==> src/rtl/riscv_ctrl_pkg.sv <==
// riscv_ctrl_pkg: shared states, opcodes, ALU codes and mux selects for the multi-cycle controller
package riscv_ctrl_pkg;
  typedef enum logic [3:0] {
    FETCH = 4'd0, DECODE, MEMADR, MEMREAD, MEMWB, MEMWRITE,
    EXECR, EXECI, ALUWB, BRANCH, JAL, TRAP
  } state_t;
  localparam logic [6:0] OP_LOAD   = 7'b0000011;
  localparam logic [6:0] OP_STORE  = 7'b0100011;
  localparam logic [6:0] OP_R      = 7'b0110011;
  localparam logic [6:0] OP_I      = 7'b0010011;
  localparam logic [6:0] OP_BRANCH = 7'b1100011;
  localparam logic [6:0] OP_JAL    = 7'b1101111;
  localparam logic [2:0] ALU_ADD = 3'b000;
  localparam logic [2:0] ALU_SUB = 3'b001;
  localparam logic [2:0] ALU_AND = 3'b010;
  localparam logic [2:0] ALU_OR  = 3'b011;
  localparam logic [2:0] ALU_XOR = 3'b100;
  localparam logic [2:0] ALU_SLT = 3'b101;
  localparam logic [1:0] SRC_A_PC    = 2'b00;
  localparam logic [1:0] SRC_A_OLDPC = 2'b01;
  localparam logic [1:0] SRC_A_RS1   = 2'b10;
  localparam logic [1:0] SRC_B_RS2   = 2'b00;
  localparam logic [1:0] SRC_B_IMM   = 2'b01;
  localparam logic [1:0] SRC_B_FOUR  = 2'b10;
  localparam logic [1:0] RES_ALUOUT    = 2'b00;
  localparam logic [1:0] RES_DATA      = 2'b01;
  localparam logic [1:0] RES_ALURESULT = 2'b10;
  localparam logic [1:0] IMM_I = 2'b00;
  localparam logic [1:0] IMM_S = 2'b01;
  localparam logic [1:0] IMM_B = 2'b10;
  localparam logic [1:0] IMM_J = 2'b11;
  function automatic logic [1:0] imm_src_of(input logic [6:0] op);
    return (op == OP_STORE) ? IMM_S : (op == OP_BRANCH) ? IMM_B : (op == OP_JAL) ? IMM_J : IMM_I;
  endfunction
endpackage

==> src/rtl/alu_decoder.sv <==
// alu_decoder: maps funct3/funct7b5 to an ALU code and flags unsupported R/I-type encodings
module alu_decoder
  import riscv_ctrl_pkg::*;
#(
  parameter int ALUCTRL_W = 3
) (
  input  logic [2:0]           funct3,
  input  logic                 funct7b5,
  input  logic                 is_rtype,
  output logic [ALUCTRL_W-1:0] alu_control,
  output logic                 legal
);
  logic [2:0] code;
  logic known;
  always_comb begin
    code = ALU_ADD;
    known = 1'b1;
    case (funct3)
      3'b000:  code = (is_rtype && funct7b5) ? ALU_SUB : ALU_ADD;
      3'b100:  code = ALU_XOR;
      3'b110:  code = ALU_OR;
      3'b111:  code = ALU_AND;
      3'b010:  code = ALU_SLT;
      default: known = 1'b0;
    endcase
  end
  // funct7b5 only selects sub; on any other R-type funct3 it marks an unsupported op
  assign legal = known && !(is_rtype && funct7b5 && funct3 != 3'b000);
  assign alu_control = ALUCTRL_W'(code);
endmodule

==> src/rtl/multicycle_control_unit.sv <==
// multicycle_control_unit: Moore FSM sequencing fetch/decode/execute/memory/writeback with mem_ready stalls and a sticky trap
module multicycle_control_unit
  import riscv_ctrl_pkg::*;
#(
  parameter int ALUCTRL_W     = 3,
  parameter bit MEM_HANDSHAKE = 1'b1
) (
  input  logic                 clk,
  input  logic                 reset_n,
  input  logic [6:0]           op,
  input  logic [2:0]           funct3,
  input  logic                 funct7b5,
  input  logic                 zero,
  input  logic                 mem_ready,
  output logic                 pc_write,
  output logic                 adr_src,
  output logic                 mem_write,
  output logic                 ir_write,
  output logic [1:0]           result_src,
  output logic [1:0]           alu_src_a,
  output logic [1:0]           alu_src_b,
  output logic [1:0]           imm_src,
  output logic                 reg_write,
  output logic [ALUCTRL_W-1:0] alu_control,
  output logic                 illegal,
  output logic [3:0]           state_o
);
  state_t state, state_next;
  logic rdy, is_rtype, dec_legal, pc_w, ir_w, mem_w, reg_w;
  logic [ALUCTRL_W-1:0] dec_alu;
  assign rdy = MEM_HANDSHAKE ? mem_ready : 1'b1;
  // funct fields are only meaningful while decoding or executing an R/I op
  assign is_rtype = (state == DECODE) ? (op == OP_R) : (state == EXECR);
  alu_decoder #(.ALUCTRL_W(ALUCTRL_W)) u_alu_dec (
    .funct3      (funct3),
    .funct7b5    (funct7b5),
    .is_rtype    (is_rtype),
    .alu_control (dec_alu),
    .legal       (dec_legal)
  );
  always_ff @(posedge clk or negedge reset_n)
    if (!reset_n) state <= FETCH;
    else state <= state_next;
  always_comb begin
    state_next = state;
    pc_w = 1'b0;
    ir_w = 1'b0;
    mem_w = 1'b0;
    reg_w = 1'b0;
    adr_src = 1'b0;
    result_src = RES_ALUOUT;
    alu_src_a = SRC_A_PC;
    alu_src_b = SRC_B_RS2;
    alu_control = ALUCTRL_W'(ALU_ADD);
    illegal = 1'b0;
    case (state)
      FETCH: begin
        alu_src_b = SRC_B_FOUR;
        result_src = RES_ALURESULT;
        ir_w = rdy;
        pc_w = rdy;
        state_next = rdy ? DECODE : FETCH;
      end
      DECODE: begin
        alu_src_a = SRC_A_OLDPC;
        alu_src_b = SRC_B_IMM;
        case (op)
          OP_LOAD, OP_STORE: state_next = (funct3 == 3'b010) ? MEMADR : TRAP;
          OP_R:              state_next = dec_legal ? EXECR : TRAP;
          OP_I:              state_next = dec_legal ? EXECI : TRAP;
          OP_BRANCH:         state_next = (funct3[2:1] == 2'b00) ? BRANCH : TRAP;
          OP_JAL:            state_next = JAL;
          default:           state_next = TRAP;
        endcase
      end
      MEMADR: begin
        alu_src_a = SRC_A_RS1;
        alu_src_b = SRC_B_IMM;
        state_next = (op == OP_STORE) ? MEMWRITE : MEMREAD;
      end
      MEMREAD: begin
        adr_src = 1'b1;
        state_next = rdy ? MEMWB : MEMREAD;
      end
      MEMWB: begin
        result_src = RES_DATA;
        reg_w = 1'b1;
        state_next = FETCH;
      end
      MEMWRITE: begin
        adr_src = 1'b1;
        mem_w = 1'b1;
        state_next = rdy ? FETCH : MEMWRITE;
      end
      EXECR: begin
        alu_src_a = SRC_A_RS1;
        alu_control = dec_alu;
        state_next = ALUWB;
      end
      EXECI: begin
        alu_src_a = SRC_A_RS1;
        alu_src_b = SRC_B_IMM;
        alu_control = dec_alu;
        state_next = ALUWB;
      end
      ALUWB: begin
        reg_w = 1'b1;
        state_next = FETCH;
      end
      BRANCH: begin
        alu_src_a = SRC_A_RS1;
        alu_control = ALUCTRL_W'(ALU_SUB);
        pc_w = (funct3 == 3'b000 && zero) || (funct3 == 3'b001 && !zero);
        state_next = FETCH;
      end
      JAL: begin
        alu_src_a = SRC_A_OLDPC;
        alu_src_b = SRC_B_FOUR;
        pc_w = 1'b1;
        state_next = ALUWB;
      end
      TRAP:    illegal = 1'b1;
      default: state_next = FETCH;
    endcase
  end
  // enables are gated directly so nothing pulses while reset is held
  assign pc_write = pc_w && reset_n;
  assign ir_write = ir_w && reset_n;
  assign mem_write = mem_w && reset_n;
  assign reg_write = reg_w && reset_n;
  assign imm_src = imm_src_of(op);
  assign state_o = state;
endmodule

==> config.mk <==
export PLATFORM = sky130hd
export DESIGN_NAME = multicycle_control_unit
export DESIGN_NICKNAME = d
export VERILOG_FILES = /design/src/rtl/riscv_ctrl_pkg.sv /design/src/rtl/alu_decoder.sv /design/src/rtl/multicycle_control_unit.sv
export SDC_FILE = /design/constraint.sdc
export NUM_CORES = 1
export LEC_CHECK = 0
export ABC_AREA = 1
export CAP_MARGIN = 15
export CORE_MARGIN = 2
export CORE_UTILIZATION = 34
export CTS_BUF_LIST = sky130_fd_sc_hd__clkbuf_8
export DETAILED_ROUTE_END_ITERATION = 8
export HOLD_SLACK_MARGIN = 0.12
export PLACE_DENSITY = 0.81
export SLEW_MARGIN = 10
export SYNTH_ARGS = -nofsm -noshare
export SYNTH_HDL_FRONTEND = slang
export SYNTH_SLANG_ARGS = --single-unit
==> constraint.sdc <==
create_clock -name clk -period 1.32 [get_ports clk]
set_input_delay 0.132 -clock clk [delete_from_list [all_inputs] [get_ports clk]]
set_output_delay 0.132 -clock clk [all_outputs]
set_load 0.02 [all_outputs]
==> results of run 1 <==
## layout make-up
type | instances | share of cell area
timing repair buffer | 83 | 0.4555
multi-input combinational | 94 | 0.3879
sequential | 4 | 0.06530
inverter | 19 | 0.04957
clock buffer | 3 | 0.02596
tap | 17 | 0.01338
clock inverter | 1 | 0.002360
## worst min-delay path by stage
stage,startpoint,endpoint,slack (ps),cells after the start
after floorplan,reset_n,state_o[0]$_DFFE_PN0N_,-160,0
after global placement,reset_n,state_o[3]$_DFFE_PN0N_,430,2
after detailed placement,reset_n,state_o[3]$_DFFE_PN0N_,440,2
after CTS,reset_n,state_o[1]$_DFFE_PN0N_,210,2
after global routing,reset_n,state_o[2]$_DFFE_PN0N_,230,2
final,reset_n,state_o[2]$_DFFE_PN0N_,230,2
## through the flow
| stage | instances | TNS [ps] | area [um2] | worst slack (ps) | hold slack, ps |
|---|---|---|---|---|---|
| finish | 221 | -4132 | 1590 | -413.0 | 233.5 |
| global route | 221 | -4784 | 1590 | -439.1 | 230.6 |
| CTS | 217 | -1917 | 1410 | -238.5 | 205.0 |
| detailed placement | 206 | -7995 | 1264 | -694.8 | 438.5 |
| global placement | 206 | -7370 | 1264 | -641.5 | 426.2 |
| floorplan | 117 | -2.210 | 614.3 | -2.210 | -163.6 |
## timing repair
action,in CTS,in global routing
cloned,0,0
gates resized for setup,122,50
endpoints found under the setup margin,24,22
hold buffers,0,0
pin swaps,14,12
setup buffers,7,5
## cells in the final DEF, fill, tap and decap left out, drive strengths merged
cell type,count
nand4,2
dlygate4sd2,9
clkdlybuf4s50,7
a31oi,1
o211ai,1
inv,20
a21oi,2
clkdlybuf4s15,2
dfrtp,4
nor2,27
or2,1
nand2,40
buf,64
nor3,1
nand3,14
o21ai,4
a211oi,1
clkbuf,4
## layer usage
metal	vias up	part of all wire	wire length [um]	global-route usage
li1	540	-	-	-
met1	602	0.31	1434	0.2530
met2	158	0.47	2203	0.6250
met3	66	0.12	544	0.08730
met4	0	0.099	459	0.1429
met5	-	0	0	0
## logic make-up after synthesis
family | count (synthesis) | synth area share
simple gates | 85 | 0.6261
buf+inv | 19 | 0.1198
compound gates | 9 | 0.08615
flops | 4 | 0.1681
## where the power goes
part | internal (mW) | total (mW) | leakage, nW | switching (mW)
clock | 0.200 | 0.284 | 0.0269 | 0.0836
sequential | 0.186 | 0.280 | 0.0469 | 0.0936
combinational | 1.07 | 2.45 | 0.718 | 1.38
==> flow_summary.json, run 1 <==
{
  "ff2ff_path_depth": 9,
  "setup_viol": 20,
  "initial_utilization": 0.3526,
  "yosys.area.top_type_share": 0.2332,
  "tritoncts": "built",
  "via_per_inst": 6.181,
  "synth.most_common_cell": "nand2_1",
  "rsz0062_at_grt": "yes",
  "tightest_slew_ps": 448.3,
  "dpl.hpwl_um": 1998,
  "largest_register_ffs": 4,
  "core.rowCount": 15,
  "die_x_um": 45.86,
  "synth_area_per_cell_um2": 5.090,
  "grt_overflow": 0,
  "synth_area_leaders": "nand2_1, dfrtp_1, nor2_1",
  "clockRootBuffer": "clkbuf_8",
  "drive_gt1_frac": 0.6029,
  "grt_max_degree": 5,
  "rrSetupSlack_ps": -230,
  "fin_crit_sh": 1.313,
  "clk_path_buf_depth": 2,
  "fin_ws_ps": -413.0,
  "async_flop_share": 1.000,
  "cp-endpoint": "alu_control[0]",
  "vias": 1366,
  "regArea_um2": 103.9,
  "yosysSeqAreaShare": 0.1681,
  "period_minus_slack_ps": 1733,
  "gp_congestion": 0.9171,
  "failed_checks": "negative setup slack",
  "max_stage_delay_ps": 440,
  "cap_violations": 0,
  "path_class": "reg2out",
  "drt_iter0_drc": 104,
  "antenna_found_initial": 0,
  "r2r_end": "state_o[0]$_DFFE_PN0N_",
  "worstPathBufferInverterCount": 2,
  "slew_violations": 0,
  "cp-start-kind": "flip-flop",
  "drtPass1Iterations": 5,
  "clock.fmax_ghz": 0.5770,
  "area_delta_synth_final_pct": 167.0,
  "crit_arrival_ps": 1600,
  "cp.depth": 10,
  "ys_types": 18,
  "cts.sinks": 4,
  "syn_inst": 117,
  "utilization": 0.9415,
  "status": "finished, violations left",
  "fin_nets": 220,
  "die-area_um2": 2103,
  "die_h_um": 45.86,
  "crit_path_end_kind": "output pin",
  "synth_ff_type": "dfrtp_1",
  "drt-wirelength-per-cell_um": 21.00,
  "ios": 36,
  "max_slew_margin": 0.6980,
  "wirelength_um": 4641,
  "yosysTopAreaCell": "nand2_1",
  "grt_pass1_vias": 1120,
  "cts.htree.levels": 1,
  "r2r_start": "state_o[3]$_DFFE_PN0N_",
  "multi_input_area_um2": 616.8,
  "synth_nets": 132,
  "crit_chain": "inv_2 > nand2_4 > nor2_4 > nand3_2 > nand2_2 > nand3_2 > nand2_1 > nand2_1 > nand2_2 > buf_6",
  "antenna_cells": 0,
  "drc": 0,
  "synth_edf_count": 0,
  "leakage_nw": 0.7918,
  "crit_fanout": 4,
  "synth-seq-cells": 4,
  "grt_pass1_wl_um": 4554,
  "ys_warn_count": 0,
  "core_um2": 1689,
  "p_total_mw": 3.012,
  "powerDensity_nw_per_um2": 1894,
  "fillers": 59,
  "hold_path.class": "in2async",
  "critPathRequiredTime_ps": 1190,
  "crit_start": "state_o[3]$_DFFE_PN0N_",
  "ir_drop_mv": 1.185,
  "numCtsBuffers": 3,
  "track_usage": 0.3044,
  "crit_family": "simple AND/OR/NAND/NOR gates",
  "timing.final.hold_violations": 0,
  "crit_slowest_cell": "dfrtp_1",
  "ys_top_cells_by_count": "nand2_1, nor2_1, inv_1",
  "port_buffers": 35,
  "path_clk_slew_ps": 40,
  "insertion_delay_ps": 230,
  "fin_skew_ps": 5.658,
  "synth_area_um2": 595.6,
  "ant_nets": 0
}
No activity file was read; power rests on OpenSTA's default activity.
==> run 2, diff against run 1 <==
--- a/config.mk
+++ b/config.mk
@@ -13,5 +13,5 @@
 export DETAILED_ROUTE_END_ITERATION = 8
 export HOLD_SLACK_MARGIN = 0.12
-export PLACE_DENSITY = 0.81
+export PLACE_DENSITY = 0.76
 export SLEW_MARGIN = 10
 export SYNTH_ARGS = -nofsm -noshare
==> constraint.sdc (replaced) <==
create_clock -name clk -period 1.32 [get_ports clk]
set_input_delay 0.132 -clock clk [delete_from_list [all_inputs] [get_ports clk]]
set_output_delay 0.132 -clock clk [all_outputs]
set_load 0.01 [all_outputs]
==> run 2 against run 1 <==
The run still ends with negative setup slack left. Final cell count rose by 1.8%. Clock-buffer cell count did not move. Sequential power barely moved. Critical endpoint is now alu_src_b[0]. Largest cell class unchanged. Largest power group unchanged. Highest routed layer unchanged.
==> flow_summary.json, run 2 (synthesis results as in run 1) <==
{
  "fin_nets": 225,
  "drt_iter0_drc": 42,
  "tightest_slew_ps": 396.5,
  "port_buffers": 35,
  "grt_pass1_vias": 1185,
  "fin_crit_sh": 1.253,
  "track_usage": 0.3325,
  "r2r_start": "state_o[2]$_DFFE_PN0N_",
  "ff2ff_path_depth": 12,
  "fillers": 79,
  "antenna_found_initial": 0,
  "period_minus_slack_ps": 1654,
  "critPathRequiredTime_ps": 1190,
  "most-common-layout-cells": "buf_4, nand2_1, nor2_1",
  "die_h_um": 45.86,
  "dpl.cell_count": 205,
  "grt_max_degree": 6,
  "core.rowCount": 15,
  "vias": 1290,
  "largest_register_ffs": 4,
  "cts.sinks": 4,
  "leakage_nw": 0.8109,
  "cp-start-kind": "flip-flop",
  "utilization": 0.8889,
  "crit_slowest_cell": "dfrtp_2",
  "dpl.hpwl_um": 1931,
  "initial_utilization": 0.3526,
  "cts.htree.levels": 1,
  "timing.final.hold_violations": 0,
  "gp_congestion": 0.8571,
  "failed_checks": "negative setup slack",
  "setup_viol": 17,
  "clockRootBuffer": "clkbuf_8",
  "finalNonFillerCells": 225,
  "layout.cells.most_common": "buf_4",
  "die-area_um2": 2103,
  "fin_ws_ps": -334.4,
  "grt_overflow": 0,
  "r2r_end": "state_o[3]$_DFFE_PN0N_",
  "powerDensity_nw_per_um2": 1753,
  "clkPwrFrac": 0.101,
  "pwr-share-seq": 0.105,
  "p_total_mw": 2.632,
  "hold_path.class": "in2async",
  "clock.fmax_ghz": 0.6045,
  "multi_input_area_um2": 560.5,
  "clk_path_buf_depth": 2,
  "via_per_inst": 5.733,
  "path_class": "reg2out",
  "crit_fanout": 4,
  "p_switching_mw": 1.247,
  "rsz0062_at_grt": "yes",
  "drc": 0,
  "grt_pass1_wl_um": 4954,
  "crit_chain": "inv_4 > nand2_4 > nor2_4 > buf_4 > buf_6 > inv_2 > o211ai_1 > buf_2",
  "tritoncts": "built",
  "antenna_cells": 0,
  "whs_ps": 249.8,
  "internal_power_mw": 1.386,
  "ant_nets": 0,
  "regArea_um2": 103.9,
  "wirelength_um": 3970,
  "ios": 36,
  "insertion_delay_ps": 220,
  "crit_arrival_ps": 1520,
  "ir_drop_mv": 1.138,
  "drtPass1Iterations": 5,
  "crit_path_end_kind": "output pin",
  "die_x_um": 45.86,
  "cap_violations": 0,
  "rrSetupSlack_ps": -290,
  "path_clk_slew_ps": 30,
  "max_slew_margin": 0.7328,
  "status": "finished, violations left",
  "switching_share": 0.4736,
  "area_delta_synth_final_pct": 152.1,
  "core_um2": 1689,
  "drive_gt1_frac": 0.5577,
  "comb_power_share": 0.794,
  "slew_violations": 0,
  "drt-wirelength-per-cell_um": 17.64,
  "fin_skew_ps": 2.924,
  "numCtsBuffers": 3,
  "max_stage_delay_ps": 450
}
==> run 2: cell types whose count changed in the layout (fill, tap and decap cells not counted), moves of 2 or more <==
cell and delta:
buf_6 -7, o21ai_2 -2, nor2_1 +5, clkbuf_2 +2, nor2_4 -3, o21ai_0 +2
buf_4 -2, buf_2 +12, nor2_2 -2
==> run 2: power by group through the flow <==
stage / logic [mW] / registers, mW / clock network [mW]
2_1_floorplan: 0.583 / 0.263 / 0
3_3_place_gp: 1.51 / 0.232 / 0
3_5_place_dp: 1.54 / 0.235 / 0
4_1_cts: 1.77 / 0.248 / 0.265
5_1_grt: 2.19 / 0.282 / 0.279
6_report: 2.09 / 0.277 / 0.266
==> run 2: worst max path at each step <==
stage	startpoint	cells after the start	end
detailed placement	op[5]	10	alu_control[0]
CTS	state_o[1]$_DFFE_PN0N_	10	alu_control[0]
finish	state_o[2]$_DFFE_PN0N_	8	alu_src_b[0]
floorplan	state_o[1]$_DFFE_PN0N_	9	alu_control[0]
global route	state_o[2]$_DFFE_PN0N_	10	alu_control[0]
global placement	op[5]	10	alu_control[0]
==> run 2: layout make-up <==
class,count,area share
timing repair buffer,88,0.4650
multi-input combinational,94,0.3733
inverter,19,0.05083
tap,17,0.01417
sequential,4,0.06917
clock buffer,3,0.02750
==> run 2: metal layers <==
layer / wire [um] / vias to the layer above / GRT usage
li1: - / 555 / -
met1: 1393 / 587 / 0.3097
met2: 1934 / 107 / 0.6528
met3: 297 / 41 / 0.07937
met4: 345 / 0 / 0.1600
met5: 0 / - / 0
==> run 2: repair_timing <==
item                                    4_1_cts  5_1_grt
cloned                                        0        0
buffers inserted                             16        5
gates resized for setup                     113       22
hold endpoints to repair                      0        0
hold buffers                                  0        0
pin swaps                                    16       10
endpoints found under the setup margin       25       22
==> run 2: worst max-delay path: cells and delay by family (launching register included) <==
| family | cells | cell delay [ps] |
|---|---|---|
| AO/OA/AOI/OAI | 1 | 100 |
| buffers and inverters | 5 | 570 |
| flip-flops | 1 | 450 |
| AND/OR/NAND/NOR | 2 | 190 |
==> run 2: stage by stage <==
stage	TNS (ps)	setup WS [ps]	cell area, um2
detailed placement	-6871	-572.0	1237
global placement	-6384	-535.9	1237
floorplan	0	73.97	595.6
CTS	-1568	-188.8	1446
global route	-4366	-413.5	1501
finish	-3336	-334.4	1501
==> patch, RTL diff (flow settings as in run 1) <==
`ALUCTRL_W` is set to 3 in 2 places; all go to 2.
--- a/src/rtl/alu_decoder.sv
+++ b/src/rtl/alu_decoder.sv
@@ -4,3 +4,3 @@
 #(
-  parameter int ALUCTRL_W = 3
+  parameter int ALUCTRL_W = 2
 ) (
--- a/src/rtl/multicycle_control_unit.sv
+++ b/src/rtl/multicycle_control_unit.sv
@@ -4,3 +4,3 @@
 #(
-  parameter int ALUCTRL_W     = 3,
+  parameter int ALUCTRL_W     = 2,
   parameter bit MEM_HANDSHAKE = 1'b1
Ports: changed (resized alu_control); port bits go from 36 to 35. The function was not compared with the original's and may differ.
==> patch against run 1 <==
The run now fails in global routing (5_1_grt); area after synthesis rose by 2.7%.
==> patch: results (changes against run 1) <==
Placement
  – Quantity of I/O buffers inserted on ports: 34 (-2.9%)
  – Placement Setup Slack: -711 ps (-16.7 ps)
  – Detailed Place HPWL: 2.05 mm (+2.9%)
  – Weighted congestion at the end of routability-driven global placement: 0.840 (-8.4%)
  – Post-placement cell area: 1280 um^2 (+1.3%)

STA
  – Type of pin the worst path ends at: top-level output
  – End pin of the worst setup path after global-route repair: alu_control[0]

Yosys
  – Most area-consuming cells after synthesis: sky130_fd_sc_hd__nand2_1, sky130_fd_sc_hd__dfrtp_1, sky130_fd_sc_hd__nor2_1
  – Leading cell types by count after synthesis: sky130_fd_sc_hd__nand2_1, sky130_fd_sc_hd__nor2_1, sky130_fd_sc_hd__inv_1, sky130_fd_sc_hd__nand3_1, sky130_fd_sc_hd__nand2_2
  – Number of library cell types mapped by synthesis: 22 (+4)
  – Post-synthesis async set-or-reset flop share: 1.00 (unchanged)
  – Leading register cell type out of synthesis: sky130_fd_sc_hd__dfrtp_1
  – Part of the Yosys area used for sequential elements: 0.164 (-0.00447)
  – Total of warnings raised by yosys: 0 (unchanged)
  – Net count after synthesis: 129 (-2.3%)
  – Number of synthesized register bits: 4 (unchanged)

Status
  – Stopped at: global routing (5_1_grt)
  – Tool Error: [ERROR DPL-0033] detailed placement checks failed during check placement.
  – Outcome: stopped before the end

Global route
  – Largest net degree at the start of global routing: 6
  – Antenna violations before repair: 0

Clocking
  – H-tree level count: 1 (unchanged)
  – Buffer levels on the longest clock path: 2 (unchanged)
  – Number of clock buffers inserted by TritonCTS: 3 (unchanged)
  – Root Buffer Master: sky130_fd_sc_hd__clkbuf_8
## patch: cell types whose count changed after synthesis, moves of 2 or more
cell                             run 1  this run
sky130_fd_sc_hd__inv_1              14        16
sky130_fd_sc_hd__nand2_1            37        30
sky130_fd_sc_hd__nand2_2             3         6
sky130_fd_sc_hd__nand3_1            13        10
sky130_fd_sc_hd__nor2_1             25        22
## patch: stage by stage
stage	util	hold slack [ps]	TNS [ps]	cells
detailed placement	0.749	442	-7800	210
CTS	0.934	212	-1960	224
floorplan	-	-164	0	114
global placement	0.749	427	-6940	210
## patch: what timing repair did
| action | 4_1_cts |
|---|---|
| cloned | 0 |
| buffers inserted | 12 |
| endpoints found under the hold margin | 0 |
| resized for setup | 156 |
| hold buffers | 0 |
| endpoints found under the setup margin | 24 |
| pin swaps | 20 |
## patch: logic make-up after synthesis
group / synth area share
and+or+nand+nor: 0.601
DFF: 0.164
buffers and inverters: 0.129
AOI/OAI and AO/OA: 0.106
